--- config.mk ---
export PLATFORM = sky130hd
export DESIGN_NAME = ctrl_pipe_unit
export DESIGN_NICKNAME = d
export VERILOG_FILES = /design/src/rtl/ctrl_pipe_unit.sv
export SDC_FILE = /design/constraint.sdc
export NUM_CORES = 1
export LEC_CHECK = 0
export ABC_AREA = 1
export BUFFER_PORTS_ARGS = -buffer_cell sky130_fd_sc_hd__buf_4
export CAP_MARGIN = 20
export CORE_MARGIN = 4
export CORE_UTILIZATION = 30
export CTS_BUF_LIST = sky130_fd_sc_hd__clkbuf_4 sky130_fd_sc_hd__clkbuf_8
export DETAILED_ROUTE_END_ITERATION = 12
export PLACE_DENSITY_LB_ADDON = 0.15
export SYNTH_ARGS = -nofsm -noshare
export SYNTH_HDL_FRONTEND = slang
export SYNTH_SLANG_ARGS = --single-unit
--- constraint.sdc ---
create_clock -name clk -period 2.2 [get_ports clk]
set_clock_uncertainty 0.1 [all_clocks]
set_input_delay 0.44 -clock clk [delete_from_list [all_inputs] [get_ports clk]]
set_output_delay 0.44 -clock clk [all_outputs]
set_load 0.05 [all_outputs]
--- src/rtl/ctrl_pipe_unit.sv ---
// ctrl_pipe_unit
//   Control-and-hazard unit for a 5-stage RISC-V pipeline.
//
//   Decodes the Decode-stage opcode and carries the control bundle through
//   the D->E, E->M and M->W pipeline registers. When the bundle enters
//   Execute as a bubble, it is all zeros. The unit resolves branches in
//   Execute and produces the stall, flush and forwarding selects used by
//   the datapath.
//
//   Parameters
//     EXT_OPS      1: decode lui/auipc/jalr, 0: treat them as illegal
//     FULL_BRANCH  1: all six branch conditions, 0: beq only
//
//   Ports
//     clk, reset_n                  clock (rising edge), async active-low reset
//     opD, funct3D                  Decode opcode / funct3
//     Rs1D, Rs2D, RdD               Decode register addresses
//     ZeroE, LtE, LtuE              Execute ALU flags (eq, signed lt, unsigned lt)
//     ImmSrcD, IllegalD             combinational Decode outputs
//     ALUSrcAE, ALUSrcBE, ALUOpE,
//     funct3E, PCSrcE, IllegalE     Execute-stage outputs
//     MemWriteM                     Memory-stage write enable
//     RegWriteW, ResultSrcW         Writeback-stage controls
//     ForwardAE, ForwardBE          operand forward selects
//     StallF, StallD, FlushD, FlushE hazard controls
module ctrl_pipe_unit #(
  parameter bit EXT_OPS     = 1'b1,
  parameter bit FULL_BRANCH = 1'b1
) (
  input  logic       clk,
  input  logic       reset_n,
  input  logic [6:0] opD,
  input  logic [2:0] funct3D,
  input  logic [4:0] Rs1D,
  input  logic [4:0] Rs2D,
  input  logic [4:0] RdD,
  input  logic       ZeroE,
  input  logic       LtE,
  input  logic       LtuE,
  output logic [2:0] ImmSrcD,
  output logic       IllegalD,
  output logic [1:0] ALUSrcAE,
  output logic       ALUSrcBE,
  output logic [1:0] ALUOpE,
  output logic [2:0] funct3E,
  output logic [1:0] PCSrcE,
  output logic       IllegalE,
  output logic       MemWriteM,
  output logic       RegWriteW,
  output logic [1:0] ResultSrcW,
  output logic [1:0] ForwardAE,
  output logic [1:0] ForwardBE,
  output logic       StallF,
  output logic       StallD,
  output logic       FlushD,
  output logic       FlushE
);

  typedef struct packed {
    logic       reg_write;
    logic [1:0] alu_src_a;
    logic       alu_src_b;
    logic       mem_write;
    logic [1:0] result_src;
    logic       branch;
    logic [1:0] alu_op;
    logic       jump;
    logic       jalr;
  } ctrl_t;

  ctrl_t      ctrl_d_s;
  logic [2:0] imm_src_d_s;
  logic       illegal_d_s;
  logic       branch_ok_s;

  ctrl_t      de_ctrl_r;
  logic       de_illegal_r;
  logic [2:0] de_funct3_r;
  logic [4:0] de_rs1_r;
  logic [4:0] de_rs2_r;
  logic [4:0] de_rd_r;

  logic       em_reg_write_r;
  logic       em_mem_write_r;
  logic [1:0] em_result_src_r;
  logic [4:0] em_rd_r;

  logic       mw_reg_write_r;
  logic [1:0] mw_result_src_r;
  logic [4:0] mw_rd_r;

  logic       taken_s;
  logic [1:0] pc_src_s;
  logic       lw_stall_s;
  logic       flush_d_s;
  logic       flush_e_s;

  // Forward select for one source operand; M has priority over W, x0 never forwards.
  function automatic logic [1:0] fwd_sel(input logic [4:0] rs,
                                         input logic rw_m, input logic [4:0] rd_m,
                                         input logic rw_w, input logic [4:0] rd_w);
    logic [1:0] sel;
    if (rw_m && (rd_m != 5'd0) && (rd_m == rs)) begin
      sel = 2'b10;
    end else if (rw_w && (rd_w != 5'd0) && (rd_w == rs)) begin
      sel = 2'b01;
    end else begin
      sel = 2'b00;
    end
    return sel;
  endfunction

  // Without the full branch set, only beq (funct3 000) is legal; with it, 010/011 are the holes.
  assign branch_ok_s = FULL_BRANCH ? (funct3D[2:1] != 2'b01) : (funct3D == 3'b000);

  // Decode the D-stage opcode into the control bundle; unsupported encodings give all zeros.
  always_comb begin
    ctrl_d_s    = '0;
    imm_src_d_s = 3'b000;
    illegal_d_s = 1'b0;
    case (opD)
      7'b0000011: begin
        ctrl_d_s.reg_write  = 1'b1;
        ctrl_d_s.alu_src_b  = 1'b1;
        ctrl_d_s.result_src = 2'b01;
      end
      7'b0100011: begin
        imm_src_d_s        = 3'b001;
        ctrl_d_s.alu_src_b = 1'b1;
        ctrl_d_s.mem_write = 1'b1;
      end
      7'b0110011: begin
        ctrl_d_s.reg_write = 1'b1;
        ctrl_d_s.alu_op    = 2'b10;
      end
      7'b1100011: begin
        if (branch_ok_s) begin
          imm_src_d_s     = 3'b010;
          ctrl_d_s.branch = 1'b1;
          ctrl_d_s.alu_op = 2'b01;
        end else begin
          illegal_d_s = 1'b1;
        end
      end
      7'b0010011: begin
        ctrl_d_s.reg_write = 1'b1;
        ctrl_d_s.alu_src_b = 1'b1;
        ctrl_d_s.alu_op    = 2'b10;
      end
      7'b1101111: begin
        ctrl_d_s.reg_write  = 1'b1;
        imm_src_d_s         = 3'b011;
        ctrl_d_s.result_src = 2'b10;
        ctrl_d_s.jump       = 1'b1;
      end
      7'b0110111: begin
        if (EXT_OPS) begin
          ctrl_d_s.reg_write = 1'b1;
          imm_src_d_s        = 3'b100;
          ctrl_d_s.alu_src_a = 2'b10;
          ctrl_d_s.alu_src_b = 1'b1;
        end else begin
          illegal_d_s = 1'b1;
        end
      end
      7'b0010111: begin
        if (EXT_OPS) begin
          ctrl_d_s.reg_write = 1'b1;
          imm_src_d_s        = 3'b100;
          ctrl_d_s.alu_src_a = 2'b01;
          ctrl_d_s.alu_src_b = 1'b1;
        end else begin
          illegal_d_s = 1'b1;
        end
      end
      7'b1100111: begin
        if (EXT_OPS && (funct3D == 3'b000)) begin
          ctrl_d_s.reg_write  = 1'b1;
          ctrl_d_s.alu_src_b  = 1'b1;
          ctrl_d_s.result_src = 2'b10;
          ctrl_d_s.jalr       = 1'b1;
        end else begin
          illegal_d_s = 1'b1;
        end
      end
      default: begin
        illegal_d_s = 1'b1;
      end
    endcase
  end

  // D->E register: captures Decode every cycle, loads a bubble on FlushE.
  always_ff @(posedge clk or negedge reset_n) begin
    if (!reset_n) begin
      de_ctrl_r    <= '0;
      de_illegal_r <= 1'b0;
      de_funct3_r  <= 3'b000;
      de_rs1_r     <= 5'd0;
      de_rs2_r     <= 5'd0;
      de_rd_r      <= 5'd0;
    end else if (flush_e_s) begin
      de_ctrl_r    <= '0;
      de_illegal_r <= 1'b0;
      de_funct3_r  <= 3'b000;
      de_rs1_r     <= 5'd0;
      de_rs2_r     <= 5'd0;
      de_rd_r      <= 5'd0;
    end else begin
      de_ctrl_r    <= ctrl_d_s;
      de_illegal_r <= illegal_d_s;
      de_funct3_r  <= funct3D;
      de_rs1_r     <= Rs1D;
      de_rs2_r     <= Rs2D;
      de_rd_r      <= RdD;
    end
  end

  // E->M and M->W registers: always advance.
  always_ff @(posedge clk or negedge reset_n) begin
    if (!reset_n) begin
      em_reg_write_r  <= 1'b0;
      em_mem_write_r  <= 1'b0;
      em_result_src_r <= 2'b00;
      em_rd_r         <= 5'd0;
      mw_reg_write_r  <= 1'b0;
      mw_result_src_r <= 2'b00;
      mw_rd_r         <= 5'd0;
    end else begin
      em_reg_write_r  <= de_ctrl_r.reg_write;
      em_mem_write_r  <= de_ctrl_r.mem_write;
      em_result_src_r <= de_ctrl_r.result_src;
      em_rd_r         <= de_rd_r;
      mw_reg_write_r  <= em_reg_write_r;
      mw_result_src_r <= em_result_src_r;
      mw_rd_r         <= em_rd_r;
    end
  end

  // Branch condition and next-PC select in Execute; jalr wins over jal/branch.
  always_comb begin
    taken_s = 1'b0;
    case (de_funct3_r)
      3'b000:  taken_s = ZeroE;
      3'b001:  taken_s = !ZeroE;
      3'b100:  taken_s = LtE;
      3'b101:  taken_s = !LtE;
      3'b110:  taken_s = LtuE;
      3'b111:  taken_s = !LtuE;
      default: taken_s = 1'b0;
    endcase
    if (de_ctrl_r.jalr) begin
      pc_src_s = 2'b10;
    end else if (de_ctrl_r.jump || (de_ctrl_r.branch && taken_s)) begin
      pc_src_s = 2'b01;
    end else begin
      pc_src_s = 2'b00;
    end
  end

  // Load-use stall compares Rs2D even for instructions that ignore rs2 (conservative).
  assign lw_stall_s = (de_ctrl_r.result_src == 2'b01) && (de_rd_r != 5'd0) &&
                      ((de_rd_r == Rs1D) || (de_rd_r == Rs2D));
  assign flush_d_s  = (pc_src_s != 2'b00);
  assign flush_e_s  = lw_stall_s || flush_d_s;

  assign ImmSrcD    = imm_src_d_s;
  assign IllegalD   = illegal_d_s;
  assign ALUSrcAE   = de_ctrl_r.alu_src_a;
  assign ALUSrcBE   = de_ctrl_r.alu_src_b;
  assign ALUOpE     = de_ctrl_r.alu_op;
  assign funct3E    = de_funct3_r;
  assign PCSrcE     = pc_src_s;
  assign IllegalE   = de_illegal_r;
  assign MemWriteM  = em_mem_write_r;
  assign RegWriteW  = mw_reg_write_r;
  assign ResultSrcW = mw_result_src_r;
  assign ForwardAE  = fwd_sel(de_rs1_r, em_reg_write_r, em_rd_r, mw_reg_write_r, mw_rd_r);
  assign ForwardBE  = fwd_sel(de_rs2_r, em_reg_write_r, em_rd_r, mw_reg_write_r, mw_rd_r);
  assign StallF     = lw_stall_s;
  assign StallD     = lw_stall_s;
  assign FlushD     = flush_d_s;
  assign FlushE     = flush_e_s;

endmodule

# ---- Yosys cells after proc, flatten, opt, wreduce, memory -nomap -nowiden
# Index checks and enable logic that the tools add are counted.
dict set report op_classes {
  n_mux 30
  n_eq_ne 22
  n_reduce_logical 26
}
# op count
set op_table {}
lappend op_table {{5-bit == test} 6}
lappend op_table {{7-bit by 6-bit == test with 1-bit output, second input constant} 3}
lappend op_table {{7-bit == test, second input constant} 3}
lappend op_table {{5-bit two-way mux} 3}
lappend op_table {{5-bit nonzero test} 3}
lappend op_table {{7-bit by 5-bit == test with 1-bit output, second input constant} 2}
lappend op_table {{3-bit == test, second input constant} 4}
lappend op_table {{12-bit two-way mux} 1}
lappend op_table {{3-bit one-hot mux with 4 select lines} 1}
lappend op_table {{1-bit two-way mux} 11}
lappend op_table {{2-bit two-way mux} 5}
lappend op_table {{1-bit logical AND} 9}
lappend op_table {{2-bit one-hot mux with 2 select lines} 2}
lappend op_table {{7-bit by 2-bit == test with 1-bit output, second input constant} 1}
lappend op_table {{7-bit OR reduction} 1}
lappend op_table {{3-bit zero test} 2}
lappend op_table {{3-bit two-way mux} 2}
lappend op_table {{1-bit one-hot mux with 6 select lines} 1}
lappend op_table {{2-bit one-hot mux with 3 select lines} 1}
lappend op_table {{6-bit OR reduction} 1}
lappend op_table {{5-bit OR reduction} 1}
lappend op_table {{1-bit one-hot mux with 2 select lines} 2}
lappend op_table {{2-bit OR reduction} 2}
lappend op_table {{3-bit by 1-bit == test with 1-bit output, second input constant} 1}
lappend op_table {{6 further kinds} 10}
dict set report word_totals {
  in_bits 30
  word_cells 99
  reg_bits 48
}

# ---- Longest topological paths before layout
# Gate-level depths: netlist of run 1.
dict set report depth {
  depth_word 9
  mapped_depth 10
  mapped_depth_nobuf 9
}

# ---- Least setup slack after synthesis of run 1
# Ideal clock, no wire load.
dict set report synth_timing {
  path_type {flip-flop to output port}
  from {register em_rd_r[3]}
  to {output ForwardAE[0]}
  t_arrival_ns 2.862
  path_buffers 0
  setup_slack_ns -1.202
  path_stages_with_launch 4
  required_ns 1.660
  cell_sequence {dfrtp_1 xor2_1 nor4_1 nor2_1}
}
dict set report synth_between {
  elab_chain_len 4
}
# element line_no
set synth_rtl {}
lappend synth_rtl {{start: declaration} 86} ;# logic [4:0] em_rd_r;
lappend synth_rtl {{start signal: assignment} 232} ;# em_rd_r <= de_rd_r;
lappend synth_rtl {{5-bit nonzero test} 103} ;# if (rw_m && (rd_m != 5'd0) && (rd_m == rs)) begin
lappend synth_rtl {{1-bit logical AND} 103}
lappend synth_rtl {{1-bit logical AND *} 103}
lappend synth_rtl {{2-bit two-way mux *} 103}
lappend synth_rtl {{end: declaration} 51} ;# output logic [1:0] ForwardAE,
# Every way passes the cells marked *; elsewhere a longest branch is shown, timed or not.

# ---- Worst setup path in the final report of run 1
dict set report layout_timing {
  from {register de_funct3_r[0] (netlist: funct3E[0])}
  to {output FlushE}
}
dict set report layout_between {
  elab_chain_len 8
}
# element line_no
set layout_rtl {}
lappend layout_rtl {{start: declaration} 78} ;# logic [2:0] de_funct3_r;
lappend layout_rtl {{start signal: assignment} 211} ;# de_funct3_r <= funct3D;
lappend layout_rtl {{3-bit == test, or another cell as far along} 242} ;# case (de_funct3_r)
lappend layout_rtl {{1-bit one-hot mux with 6 select lines *} 242}
lappend layout_rtl {{1-bit logical AND *} 253} ;# end else if (de_ctrl_r.jump || (de_ctrl_r.branch && taken_s)) begin
lappend layout_rtl {{1-bit logical OR *} 253}
lappend layout_rtl {{1-bit two-way mux *} 253}
lappend layout_rtl {{2-bit two-way mux *} 251} ;# if (de_ctrl_r.jalr) begin
lappend layout_rtl {{2-bit nonzero test *} 263} ;# assign flush_d_s = (pc_src_s != 2'b00);
lappend layout_rtl {{1-bit logical OR *} 264} ;# assign flush_e_s = lw_stall_s || flush_d_s;
lappend layout_rtl {{end: declaration} 56} ;# output logic FlushE
# Marks and branches as above.

==> results of run 1 <==
[power by group]
part / leakage, nW / switching, mW / internal [mW] / total [mW]
sequential: 0.598 / 0.0349 / 0.915 / 0.950
combinational: 0.921 / 0.141 / 0.108 / 0.249
clock: 0.0523 / 0.264 / 0.281 / 0.545
[what timing repair did]
action	in CTS	in global routing
setup buffers	1	2
gates resized for setup	3	17
endpoints found under the setup margin	5	9
pin swaps	0	4
[worst max-delay path: cells and delay by family, from the launching register on]
family,cells,cell delay (ns)
compound gates,1,0.21
buf+inv,1,0.17
simple gates,4,0.49
flops,1,0.42
[per-layer routing]
| metal | vias to the layer above | part of all wire (%) |
|---|---|---|
| li1 | 883 | - |
| met1 | 782 | 43 |
| met2 | 31 | 51 |
| met3 | 5 | 4.9 |
| met4 | 0 | 1.8 |
| met5 | - | 0 |
[cells in the final DEF, fill, tap and decap left out, types with 2 or more instances in the layout]
master	n
clkbuf_8	6
inv_1	41
nor3_1	4
nor2_2	35
nor2_1	13
nor4_4	2
nor3_2	3
dfrtp_2	3
clkbuf_4	2
nand2_1	40
nand4_1	6
nand2_2	4
buf_6	4
dfrtp_1	45
nor2_4	3
xor2_1	10
xnor2_1	12
nand3_1	14
buf_4	59
[cells by family after synthesis]
kind of cell           Yosys count  synth area share [%]
buffers and inverters           51                 10.19
flip-flops                      48                 51.75
AND/OR/NAND/NOR                128                 28.03
AO/OA/AOI/OAI                    5                 1.726
XOR/XNOR                        22                 8.302
[sequential cells by signal (all words and copies together), names as in the netlist, 2 cells and up]
name	flops
ALUSrcAE	2
de_rs1_r	5
funct3E	3
de_ctrl_r	7
de_rs2_r	5
em_result_src_r	2
ResultSrcW	2
ALUOpE	2
de_rd_r	5
em_rd_r	5
mw_rd_r	5
[layout make-up]
cell class              instances  area (sq um)
well taps                      99         123.9
fillers                       786          4325
repair buffers                 64         503.0
inverters                      42         157.7
clock buffers                   8         97.59
flip-flops and latches         48          1205
multi-input cells             155         957.2
[worst max path at each step]
stage	start	end	cells after the start
after floorplan	em_rd_r[2]	ForwardAE[0]	5
after global placement	opD[2]	IllegalD	8
after detailed placement	opD[2]	IllegalD	8
after CTS	funct3E[0]	FlushE	6
after global routing	funct3E[0]	FlushE	6
final	funct3E[0]	FlushE	6
[synthesized netlist by cell type]
master and n:
o21ai_0 2, nor2_1 19, nor2_2 30, nand4_2 1
o211ai_1 1, inv_1 42, nor3_1 6, nand4_1 6
nor4_1 2, buf_6 3, nand3b_1 1, nor2_4 2
xor2_1 10, a21oi_4 1, dfrtp_1 48, buf_4 6
nand3_4 1, nor3_2 1, nand3_1 14, or2_0 1
nand2_1 44, xnor2_1 12, o22ai_1 1
==> out/metrics.yaml, run 1 <==
run_status:
  status: "completed"
global_route:
  busiest_layer: "met2"
  grt_start_max_net_pins: 49
  met1_usage_pct: 14.64
  grt_pass1_wl_mm: 8.314
  antenna_found_initial: 0
  grtUsageMet3_pct: 3.206
  grt_pass1_vias: 1779
  use_met2_pct: 19.75
  track_usage_pct: 11.87
  gr-total-overflow: 0
sta:
  maxSlewViolCount: 0
  setup_tns_ns: 0
  hold_viol: 0
  timing.final.crit_share_pct: 96.51
  worst_slack_ns: 0.07679
  timing.fmax_ghz: 0.4710
  tightest_slew_ns: 0.5936
  rsz0062_at_grt: "yes"
  fin_hold_ws_ns: 0.04600
  fin_crit_ns: 2.123
  setup_viol: 0
  max_slew_margin_pct: 60.43
drt:
  first_pass_iters: 3
  drcViolationCount: 0
  drtIter0Drc: 44
  postRouteAntennaNets: 0
  vias: 1701
  routed_via_density: 4.089
  wirelength_mm: 4.775
  routedWlPerCell_microns: 11.48
clocking:
  cts-hold-fix-buffers: 0
  ctsHtreeMaxLevel: 2
  cts_made_buffers: 5
  clk_pin_slew_worst_paths_ns: 0.08
  clock_latency_ns: 0.29
  cts_tree: "yes"
  root_buffer: "clkbuf_8"
  clock_path_buffers: 2
  clkSinkCount: 48
placement:
  numPlacedInstances: 405
  place.gp.congestion: 0.8117
  placed_area_sq_um: 2869
  port_buffers: 56
  place_worst_setup_slack_ns: 0.09928
  hpwl_mm: 3.860
power:
  finalPower_mw: 1.744
  p_per_area_nw_per_um2: 573.0
  ir_worst_vdd_v: 0.0002184
  p_leak_nw: 1.572
synth:
  synth_seq_cells: 48
  synth_cells: 254
  yosys_warnings: 0
  netlist.area_leader.share_pct: 51.75
  synth_cell_types: 23
  synth.avg_cell_area_sq_um: 9.138
  synth_top_cell_by_area: "dfrtp_1"
  netlist_area_sq_um: 2321
  synthesis.nets: 284
  ys_seq_area_share_pct: 51.75
  netlist_top_cells_area: "dfrtp_1, nor2_2, nand2_1"
die:
  dieArea_sq_um: 9207
  start_util_pct: 31.49
  boundaryPins: 57
  die_w_microns: 95.96
  core_area_sq_um: 7370
  num_rows: 31
  die_y_microns: 95.96
critical_path:
  critPathSlowestCell: "dfrtp_1"
  cp-start-kind: "register"
  critPathRequiredTime_ns: 1.66
  arrival_ns: 1.58
  crit-reg2reg-launch: "de_rd_r[4]"
  path_cells: "or2_0, nand4_1, nand2_2, a21oi_4, nand3_4, buf_6"
  crit_type: "register to primary output"
  crit_fanout: 5
  reg2reg_slack_ns: 0.48
  r2r_end: "de_ctrl_r[11]"
  cp-end-kind: "primary output"
  slowest_delay_ns: 0.42
  r2r_cells: 8
final_layout:
  post-route-util_pct: 41.31
  drive_gt1_share_pct: 40.06
  stdcell_area_sq_um: 3044
  stdcell_count: 416
  nets: 346
  antenna_cells: 0
  area_growth_pct: 31.16
worst_hold_path:
  hold_path_class: "input port to async pin"
run:
  drv_cap: 0
No activity file was read; power rests on OpenSTA's default activity.
==> run 2: changes to the inputs <==
BUFFER_PORTS_ARGS = default   (was -buffer_cell sky130_fd_sc_hd__buf_4)
DONT_BUFFER_PORTS = 1   (was default)
clock period = 2.45 ns   (was 2.2 ns; I/O delays follow)
==> run 2 against run 1 <==
Net effect: global-route usage shrank 0.85 points; highest routed layer unchanged; combinational power is 36% lower; power fell by 9.3%.
==> out/metrics.yaml, run 2 (synthesis results as in run 1) <==
sta:
  fin_crit_ns: 2.238
  maxSlewViolCount: 0  # unchanged
  hold_viol: 0  # unchanged
  tightest_slew_ns: 0.4986  # -0.09502 ns
  worst_slack_ns: 0.2121  # +0.1353 ns
  timing.fmax_ghz: 0.4468
  rsz0062_at_grt: "no"
  setup_viol: 0  # unchanged
  setup_tns_ns: 0  # unchanged
  max_slew_margin_pct: 66.76  # +6.3 points
  timing.final.crit_share_pct: 91.34
  fin_hold_ws_ns: 0.1956  # +0.1496 ns
global_route:
  grt_pass1_vias: 1654  # -7.0%
  grt_pass1_wl_mm: 7.693  # -7.5%
  antenna_found_initial: 0  # unchanged
  track_usage_pct: 11.02  # -0.85 points
  grt_start_max_net_pins: 49  # unchanged
  gr-total-overflow: 0  # unchanged
placement:
  hpwl_mm: 3.641  # -5.7%
  port_buffers: 0  # -100%
  numPlacedInstances: 358  # -12%
  place_worst_setup_slack_ns: 0.3450  # +0.2457 ns
  placed_area_sq_um: 2484  # -13%
  place.gp.congestion: 0.7481  # -7.8%
clocking:
  root_buffer: "clkbuf_8"
  cts_made_buffers: 5  # unchanged
  cts_tree: "yes"
  clock_path_buffers: 2  # unchanged
  clk_pin_slew_worst_paths_ns: 0.09  # about the same
  clock_latency_ns: 0.29  # about the same
  clkSinkCount: 48  # unchanged
  ctsHtreeMaxLevel: 2  # unchanged
critical_path:
  crit_fanout: 4  # -1
  arrival_ns: 1.65  # +0.07 ns
  crit-reg2reg-launch: "de_rd_r[3]"
  crit_type: "register to primary output"
  cp-end-kind: "primary output"
  reg2reg_slack_ns: 0.50  # +0.02 ns
  cp-start-kind: "register"
  critPathRequiredTime_ns: 1.86  # +0.20 ns
  crit_start: "em_rd_r[2]"
drt:
  first_pass_iters: 4  # +1
  met3_length_microns: 283  # +20%
  wirelength_mm: 4.509  # -5.6%
  wl_met1_mm: 1.879  # -7.6%
  routedWlPerCell_microns: 12.25  # +6.7%
  routed_via_density: 4.174  # +2.1%
  vias: 1536  # -9.7%
  postRouteAntennaNets: 0  # unchanged
  met2_length_mm: 2.267  # -6.3%
  drcViolationCount: 0  # unchanged
  drtIter0Drc: 46  # +4.5%
  highest_layer: "met4"
final_layout:
  final_cell_mix: "dfrtp_1, nand2_1, inv_1, nor2_2, nor2_1"
  area_growth_pct: 13.64
  largest_reg_flops: 7  # unchanged
  nFillCells: 786  # unchanged
  drive_gt1_share_pct: 22.68  # -17 points
  stdcell_area_sq_um: 2638  # -13%
  stdcell_count: 368  # -12%
  regMostFlops: "de_ctrl_r"
  final_common_cell: "dfrtp_1"
  antenna_cells: 0  # unchanged
  post-route-util_pct: 35.79  # -5.5 points
  nets: 298  # -14%
die:
  dieArea_sq_um: 9207  # unchanged
  start_util_pct: 31.49  # unchanged
  die_w_microns: 95.96  # unchanged
  die_y_microns: 95.96  # unchanged
  core_area_sq_um: 7370  # unchanged
  boundaryPins: 57  # unchanged
  num_rows: 31  # unchanged
worst_hold_path:
  hold_start: "Rs2D[3]"
  hold_path_class: "input port to register"
power:
  finalPower_mw: 1.583  # -9.3%
  ir_worst_vdd_v: 0.0002369  # +8.5%
  p_leak_nw: 1.341  # -15%
  p_per_area_nw_per_um2: 600.0  # +4.7%
run:
  drv_cap: 0  # unchanged
run_status:
  status: "completed"
[run 2: changes by cell type in the layout (fill, tap and decap cells not counted), moves of 3 or more]
cell	previous run	this run
buf_4	59	14
buf_6	4	0
dfrtp_1	45	48
dfrtp_2	3	0
nand2_1	40	44
nand2_2	4	0
nor2_1	13	19
nor2_2	35	30
[run 2: power by group]
part	internal [mW]	switching, mW
sequential	0.821	0.0385
clock	0.307	0.257
combinational	0.0640	0.0946
total	1.19	0.390
[run 2: path summary, 6_finish.rpt]
kind | endpoint | cells after the start
worst max-delay path | ForwardAE[0] | 6
worst min-delay path | de_rs2_r[3] | 2
worst max register to register | de_ctrl_r[11] | 8
worst min register to register | ResultSrcW[1] | 0
max in group asynchronous | de_rd_r[4] | 2
min in group asynchronous | em_rd_r[1] | 2
[run 2: final cells by class]
cell class                      count  area (sq um)  share of cell area [%]
Timing Repair Buffer               16         142.6                   5.408
Sequential cell                    48          1201                   45.54
Clock inverter                      3         47.55                   1.803
Clock buffer                        5         68.82                   2.609
Inverter                           42         157.7                   5.977
Tap cell                           99         123.9                   4.696
Multi-Input combinational cell    155         895.9                   33.97
[run 2: worst max-delay path, cell delays in order (launching register included)]
cell	delay (ns)
dfrtp_1	0.45
nor2_1	0.13
nand2_1	0.06
o21ai_0	0.30
nor4_2	0.11
nor2_1	0.10
buf_4	0.20
[run 2: timing repair]
action / in CTS / in global routing
endpoints found under the hold margin: 48 / 0
gates resized for setup: 0 / 0
buffers inserted: 0 / 0
hold buffers: 2 / 0
[run 2: layer usage]
metal  vias up  track usage, %
met4         0           4.265
met1       696           13.09
met5         -               0
li1        791               -
met3         7           3.440
met2        42           18.59
==> run 3: changes to the inputs <==
PLACE_DENSITY_LB_ADDON = 0.2   (was 0.15)
==> run 3 against run 2 <==
Net effect: sequential power barely moved; non-clock buffer count shrank 1; setup slack got worse by 0.0023 ns; critical path type unchanged; critical endpoint is now FlushD; hold slack better by 0.0069 ns; largest cell class unchanged; critical path depth shrank 1; utilization shrank 0.37 points.
==> out/metrics.yaml, run 3 (synthesis results as in run 1) <==
clocking:
  clkSinkCount: 48  # unchanged
  clock_latency_ns: 0.29  # about the same
  ctsHtreeMaxLevel: 2  # unchanged
  cts_tree: "yes"
  cts_made_buffers: 5  # unchanged
  cts_setup_buffers: 0  # unchanged
  cts-hold-fix-buffers: 2  # unchanged
  clk_pin_slew_worst_paths_ns: 0.08  # about the same
  root_buffer: "clkbuf_8"
  cts_resized: 0  # unchanged
  clock_path_buffers: 2  # unchanged
final_layout:
  final_common_cell: "dfrtp_1"
  drive_gt1_share_pct: 22.10  # -0.58 points
  nets: 297  # -0.34%
  stdcell_area_sq_um: 2610  # -1.0%
  final_cell_mix: "dfrtp_1, nand2_1, inv_1, nor2_2, nor2_1"
  regMostFlops: "de_ctrl_r"
  area_growth_pct: 12.45
  largest_reg_flops: 7  # unchanged
  post-route-util_pct: 35.42  # -0.37 points
  antenna_cells: 0  # unchanged
global_route:
  grt_pass1_vias: 1599  # -3.3%
  antenna_found_initial: 0  # unchanged
  track_usage_pct: 11.02  # about the same
  gr-total-overflow: 0  # unchanged
  grt_pass1_wl_mm: 7.741  # +0.62%
  grt_start_max_net_pins: 49  # unchanged
critical_path:
  critPathSlowestCell: "dfrtp_1"
  critPathRequiredTime_ns: 1.86  # about the same
  critPathTopFamily: "simple AND/OR/NAND/NOR gates"
  cp-end-kind: "primary output"
  crit_fanout: 5  # +1
  arrival_ns: 1.65  # about the same
  crit_top_cell: "nand2_1"
  crit_type: "register to primary output"
  cp-start-kind: "register"
  slowest_delay_ns: 0.43  # -0.02 ns
  path_cells: "or2_0, nand4_1, nand2_1, a21oi_4, nand2_1"
  cp_num_buf_inv: 0  # -1
run_status:
  status: "completed"
drt:
  drcViolationCount: 0  # unchanged
  vias: 1556  # +1.3%
  drtIter0Drc: 49  # +6.5%
  postRouteAntennaNets: 0  # unchanged
  wirelength_mm: 4.586  # +1.7%
  first_pass_iters: 4  # unchanged
  routedWlPerCell_microns: 12.53  # +2.3%
  routed_via_density: 4.251  # +1.9%
die:
  core_area_sq_um: 7370  # unchanged
  start_util_pct: 31.49  # unchanged
  die_w_microns: 95.96  # unchanged
  die_y_microns: 95.96  # unchanged
  dieArea_sq_um: 9207  # unchanged
  num_rows: 31  # unchanged
  boundaryPins: 57  # unchanged
sta:
  rsz0062_at_grt: "no"
  max_slew_margin_pct: 66.98  # +0.22 points
  maxSlewViolCount: 0  # unchanged
  timing.final.crit_share_pct: 91.44  # +0.093 points
  timing.fmax_ghz: 0.4464  # -0.10%
  hold_viol: 0  # unchanged
  fin_crit_ns: 2.240  # +0.002290 ns
  tightest_slew_ns: 0.4953  # -0.003280 ns
  worst_slack_ns: 0.2098  # -0.002290 ns
  setup_viol: 0  # unchanged
  fin_hold_ws_ns: 0.2025  # +0.006902 ns
power:
  p_leak_nw: 1.328  # -1.0%
  p_per_area_nw_per_um2: 581.1  # -3.2%
  ir_worst_vdd_v: 0.0002047  # -14%
  finalPower_mw: 1.517  # -4.2%
placement:
  hpwl_mm: 3.596  # -1.2%
  port_buffers: 0  # unchanged
  place.gp.congestion: 0.7765  # +3.8%
  place_worst_setup_slack_ns: 0.2331  # -0.1119 ns
  placed_area_sq_um: 2476  # -0.30%
run:
  drv_cap: 0  # unchanged
worst_hold_path:
  hold_path_class: "input port to register"
## run 3: where the power goes
group	switching [mW]	internal, mW
Sequential	0.0389	0.821
Combinational	0.0956	0.0638
Clock	0.246	0.252
## run 3: path summary, 6_finish.rpt
kind / start / depth (start not counted) / to / slack (ns)
max: funct3E[0] / 5 / FlushD / 0.21
min: RdD[3] / 2 / de_rd_r[3] / 0.20
max reg2reg: de_rd_r[3] / 10 / de_ctrl_r[11] / 0.46
min reg2reg: em_result_src_r[0] / 0 / ResultSrcW[0] / 0.25
max in group asynchronous: reset_n / 2 / de_rs1_r[4] / 1.43
min in group asynchronous: reset_n / 2 / ALUOpE[0] / 0.60
## run 3: layout make-up
class / count / area, sq um
repair buffers: 15 / 135.1
clock buffers: 7 / 96.34
flip-flops and latches: 48 / 1201
well taps: 99 / 123.9
inverters: 42 / 157.7
multi-input cells: 155 / 895.9
fillers: 782 / 4760
## run 3: metrics by stage
step | TNS, ns | instances
floorplan | -0.4806 | 254
finish | 0 | 366
global route | 0 | 366
detailed placement | 0 | 357
CTS | 0 | 366
global placement | 0 | 357
## run 3: metal layers
layer	wire length, microns	track usage, %	share of wire, %
met5	0	0	0
met4	80	4.265	1.7
met3	253	3.440	5.5
met2	2210	17.95	48
met1	2043	13.62	45
